`src/rtl/mem_port_arbiter.sv`:
```
// mem_port_arbiter: serialises IF and MEM accesses onto one variable-latency req/ack memory
module mem_port_arbiter #(
  parameter int ADDR_W         = 32,
  parameter int DATA_W         = 32,
  parameter int MEM_STREAK_MAX = 4
) (
  input  logic              clk,
  input  logic              reset,
  input  logic              if_req,
  input  logic [ADDR_W-1:0] if_addr,
  input  logic              if_flush,
  output logic [DATA_W-1:0] if_rdata,
  output logic              if_valid,
  output logic              stall_if,
  input  logic              mem_rd,
  input  logic              mem_wr,
  input  logic [ADDR_W-1:0] mem_addr,
  input  logic [DATA_W-1:0] mem_wdata,
  output logic [DATA_W-1:0] mem_rdata,
  output logic              mem_valid,
  output logic              stall_mem,
  output logic              ram_req,
  output logic              ram_we,
  output logic [ADDR_W-1:0] ram_addr,
  output logic [DATA_W-1:0] ram_wdata,
  input  logic [DATA_W-1:0] ram_rdata,
  input  logic              ram_ack
);
  typedef enum logic [2:0] {IDLE, BUSY_IF, BUSY_MEM, RESP_IF, RESP_MEM} state_t;
  state_t     state;
  logic [3:0] streak;
  logic       discard;
  logic       mem_any;
  logic       grant_mem;
  assign mem_any   = mem_rd | mem_wr;
  assign grant_mem = mem_any & ~(if_req & (streak == 4'(MEM_STREAK_MAX)));
  assign stall_if  = if_req & ~if_valid;
  assign stall_mem = mem_any & ~mem_valid;
  // Arbitration FSM: grant in IDLE, hold the request until ack, one response cycle before re-arbitrating
  always_ff @(posedge clk or posedge reset)
    if (reset) begin
      state     <= IDLE;
      ram_req   <= 1'b0;
      ram_we    <= 1'b0;
      ram_addr  <= '0;
      ram_wdata <= '0;
      if_rdata  <= '0;
      mem_rdata <= '0;
      if_valid  <= 1'b0;
      mem_valid <= 1'b0;
      streak    <= '0;
      discard   <= 1'b0;
    end else begin
      if_valid  <= 1'b0;
      mem_valid <= 1'b0;
      case (state)
        IDLE:
          if (grant_mem) begin
            state     <= BUSY_MEM;
            ram_req   <= 1'b1;
            ram_we    <= mem_wr;
            ram_addr  <= mem_addr;
            ram_wdata <= mem_wdata;
            streak    <= if_req ? streak + 4'd1 : 4'd0;
          end else if (if_req) begin
            state     <= BUSY_IF;
            ram_req   <= 1'b1;
            ram_we    <= 1'b0;
            ram_addr  <= if_addr;
            ram_wdata <= mem_wdata;
            streak    <= '0;
          end
        BUSY_IF: begin
          discard <= discard | if_flush;
          if (ram_ack) begin
            ram_req  <= 1'b0;
            if_rdata <= ram_rdata;
            if_valid <= ~(discard | if_flush);
            state    <= RESP_IF;
          end
        end
        BUSY_MEM:
          if (ram_ack) begin
            ram_req   <= 1'b0;
            mem_rdata <= ram_we ? mem_rdata : ram_rdata;
            mem_valid <= 1'b1;
            state     <= RESP_MEM;
          end
        RESP_IF, RESP_MEM: begin
          discard <= 1'b0;
          state   <= IDLE;
        end
        default: state <= IDLE;
      endcase
    end
endmodule

```
`config.mk`:
```
export PLATFORM = sky130hd
export DESIGN_NAME = mem_port_arbiter
export DESIGN_NICKNAME = d
export VERILOG_FILES = /design/src/rtl/mem_port_arbiter.sv
export SDC_FILE = /design/constraint.sdc
export NUM_CORES = 1
export LEC_CHECK = 0
export CORE_AREA = 2 2 96 121
export CTS_BUF_LIST = sky130_fd_sc_hd__clkbuf_16
export CTS_CLUSTER_DIAMETER = 30
export CTS_CLUSTER_SIZE = 28
export DETAILED_ROUTE_END_ITERATION = 12
export DIE_AREA = 0 0 98 123
export DONT_BUFFER_PORTS = 1
export HOLD_SLACK_MARGIN = 0.02
export PLACE_DENSITY = 0.69
export SYNTH_ARGS = -nofsm -noshare
export SYNTH_HDL_FRONTEND = slang
export SYNTH_SLANG_ARGS = --single-unit
```
`constraint.sdc`:
```
create_clock -name clk -period 13 [get_ports clk]
set_clock_uncertainty 0.05 [all_clocks]
set_input_delay 2.6 -clock clk [delete_from_list [all_inputs] [get_ports clk]]
set_output_delay 2.6 -clock clk [all_outputs]
set_load 0.005 [all_outputs]
```
---- Yosys cells after proc, flatten, opt, wreduce, memory -nomap -nowiden ----
Cells that the tools add are included.
W data, S select, Z words.
storage, ports and cells
  word-level logic and storage cells ...... 66
  output and inout bits ................... 134
  input port bits ......................... 135
  flip-flop bits (word level) ............. 140
cells by class
  mux-type cells .......................... 23
  add/sub/neg operators ................... 1
  reduce and logical (&&, ||, !) cells .... 11
  eq/ne operators ......................... 9
  bitwise logic cells ..................... 11
operators by type and width
  kind                   number
  $mux W32               4
  $mux W3                4
  $mux W4                3
  $mux W1                9
  $pmux W3 S3            1
  $reduce_and A3 Y1      3
  $eq A3 B2 Y1 const B   2
  $reduce_bool A2 Y1     3
  $not A1 Y1             5
  $add A4 B1 Y4 const B  1
  $and A1 B1 Y1          4
  $eq A4 B3 Y1 const B   1
  $ne A2 B2 Y1 const B   2
  $pmux W1 S2            2
  $reduce_and A2 Y1      2
  $reduce_or A2 Y1       2
  $eq A3 B1 Y1 const B   1
  $eq A3 B3 Y1 const B   1
  $logic_not A3 Y1       1
  $ne A3 B3 Y1 const B   1
  $ne A2 B1 Y1 const B   1
  $or A1 B1 Y1           2

---- Logic depth before layout (Yosys ltp) ----
  depth after elaboration ................. 6
  mapped depth ............................ 6
  mapped depth without buffers ............ 5

---- Least setup slack after synthesis ----
No wires, ideal clock.
  path type ............................... input port to output port
  from .................................... in mem_wr
  to ...................................... out stall_mem
  buffers on the path ..................... 1
  stages .................................. 3
  setup slack ............................. 7201 ps
  arrival ................................. 3149 ps
  cells stage by stage .................... nor2_1 clkbuf_1 nor2_1
between the ends
  cells in the longest elaborated chain, start to end .. 2
ends and longest elaborated chain
  element             line  source
  start: declaration  16    input logic mem_wr,
  $or A1 B1 Y1        35    assign mem_any = mem_rd | mem_wr;
  $and A1 B1 Y1       38    assign stall_mem = mem_any & ~mem_valid;
  end: declaration    21    output logic stall_mem,
Every way passes these cells.

---- Worst setup path in the final report ----
Same ends and word-level chain as after synthesis.

==> results.yml <==
route:
  vias: 3599
  dr.pass1.iters: 4
  first_iter_violations: 199
  wl_per_cell_um: 23.2
  vias_per_cell: 6.39
  routed_wl_um: 13100
  antenna_left: 0
  drc: 0
critical_path:
  crit_type: "input port to output pin"
  end_kind: "output pin"
  cp_slowest_stage_delay_ns: 0.80
  start_kind: "input port"
  timing.critical_path.buf_inv: 0
  path_delay_family: "simple AND/OR/NAND/NOR gates"
  r2r_start: "state[2]"
  critPathMaxFanout: 34
  arrival_ns: 3.53
  critPathSlowestCell: "nor2_2"
  startpoint: "mem_wr"
  required_ns: 10.35
  crit_chain: "nor2_2 > nor2_1"
global_route:
  track_usage_pct: 21.3
  grt_pass1_vias: 3733
  grt-ovfl-total: 0
  grt_pass1_wl_um: 19900
  grt_max_degree: 82
  antenna_found_initial: 1
timing:
  drv_slew: 0
  fmax_mhz: 162
  rsz0062_at_grt: "no"
  hold_violations: 0
  fin_crit_ns: 6.18
  worst_slew_margin_rel_pct: 28.0
  fin_setup_tns_ns: 0
  hold-worst-slack_ns: 0.429
  setup_viol: 0
  worstMarginPinSlew_ns: 1.08
  min_period_over_period_pct: 47.6
synthesis:
  yosysMostFrequentCell: "dfrtp_1"
  async_reset_ff_share_pct: 100
  synth_top_area_share_pct: 59.9
  ys_ff_latch: 140
  syn_area_um2: 5850
  synth-edff-count: 0
  ys_warn_count: 0
  seq_area_frac_synth_pct: 59.9
  ys_types: 34
  synth_area_per_cell_um2: 13.7
  dominantRegCellSynth: "dfrtp_1"
  syn_nets: 563
  postSynthCellCount: 426
  synth.area.top_cells: "dfrtp_1, mux2_2, a311oi_1"
  synth_common_cells: "dfrtp_1, mux2_2, o21ai_0, a311oi_1, a2bb2oi_1"
  yosys.area.top_type: "dfrtp_1"
run_status:
  outcome: "completed"
placed_design:
  place_area_um2: 5890
  place_hpwl_um: 9030
  numPortBuffers: 0
  globalplace.congestion: 0.751
clock_network:
  cts-resized-gates: 0
  cts_tree: "done"
  post_cts.repair.setup_buffers: 0
  clock-sinks: 140
  root_buffer: "clkbuf_16"
  htreeDepth: 4
  ctsHoldBuffers: 0
  clk_latency_ns: 0.40
  cts.clk_slew.worst_paths_ns: 0.06
  cts_buffer_depth: 2
  numCtsBuffers: 17
die:
  rows: 43
  die_height_um: 123
  io-pin-count: 269
  die_w_um: 98
  start_util_pct: 53.5
  die_area_um2: 12100
  core_um2: 10900
power:
  p_leak_nw: 2.64
  irDropWorstVdd_v: 0.000127
  p_per_area_nw_per_um2: 271
finish:
  fin_area_um2: 6460
  antenna_cells: 0
  drive_gt1_share_pct: 30.6
  num-nets-final: 552
  synthToLayoutAreaGrowth_pct: 10.6
  fill_cells: 883
job:
  drv_cap: 0
min_path:
  hold_start: "discard"
  hold_class: "register to register"
-- layer usage --
| metal | vias up | GRT usage (%) | wire length [um] |
|---|---|---|---|
| met5 | - | 0 | 13 |
| met4 | 2 | 9.55 | 261 |
| met3 | 20 | 10.6 | 1560 |
| met2 | 190 | 33.3 | 6420 |
| met1 | 1812 | 24.8 | 4810 |
| li1 | 1575 | - | - |
-- cells by family after synthesis --
logic type | after synthesis | synth area share, %
muxes | 96 | 18.5
buffers and inverters | 46 | 3.83
DFF | 140 | 59.9
and+or+nand+nor | 28 | 3.02
adders and majority gates | 2 | 0.428
AOI/OAI and AO/OA | 114 | 14.3
-- report_power, final --
| group | switching [W] | internal, W | total (W) |
|---|---|---|---|
| Clock | 0.000181 | 0.000282 | 0.000463 |
| Sequential | 0.000188 | 0.000657 | 0.000846 |
| Combinational | 0.000187 | 0.000257 | 0.000444 |
| Total | 0.000556 | 0.00120 | 0.00175 |
-- state kept, by name, summed over array words and instances (netlist names) --
signal / cells
if_rdata: 32
if_valid: 1
streak: 4
ram_wdata: 32
ram_we: 1
mem_rdata: 32
ram_req: 1
mem_valid: 1
discard: 1
ram_addr: 32
state: 3
-- placed cells by master (no fill, tap or decap), types with 2 or more instances in the layout --
cell        netlist  routed
mux2_1            6       6
a2bb2oi_1        32      32
mux2_2           90      90
a311oi_1         34      34
o22ai_1           3       3
clkinv_1          0       3
o21a_1            2       2
nand3_1           3       3
a21oi_1           3       3
nand3b_1          2       2
clkinvlp_4        0       4
clkinv_4          0       2
nor3_1            4       3
o21ai_0          36      36
nand2_1           3       3
inv_1             9       9
inv_6             0       4
nor2_1            5       4
buf_4             5       7
ha_1              2       2
bufinv_16         0       2
clkbuf_16         0      17
and3_1            2       2
dfrtp_1         140     140
-- per-stage QoR --
step / total power [W] / utilization (%) / std cells / setup slack (ns)
floorplan: 0.00119 / - / 426 / 6.60
global placement: 0.00128 / 53.9 / 531 / 6.86
detailed placement: 0.00130 / 53.9 / 531 / 6.82
CTS: 0.00177 / 59.2 / 563 / 6.82
global route: 0.00186 / 59.2 / 563 / 6.67
finish: 0.00175 / 59.2 / 563 / 6.82
-- layout make-up --
type                       instances  area (um2)  share of cell area (%)
tap                              135         169                    2.61
multi-input combinational        240        2130                    32.9
timing repair buffer               7        52.6                   0.813
clock buffer                      17         425                    6.58
sequential                       140        3500                    54.2
clock inverter                    15         149                    2.30
inverter                           9        38.8                   0.600
-- final timing paths --
kind / cells after the start / endpoint / slack [ns]
max: 2 / stall_mem / 6.82
min: 1 / if_valid / 0.43
max reg2reg: 5 / ram_wdata[20] / 10.20
min reg2reg: 1 / if_valid / 0.43
max in group asynchronous: 2 / ram_wdata[11] / 9.43
min in group asynchronous: 1 / ram_wdata[23] / 2.05
Note: power is estimated with default switching activity, not from simulation.
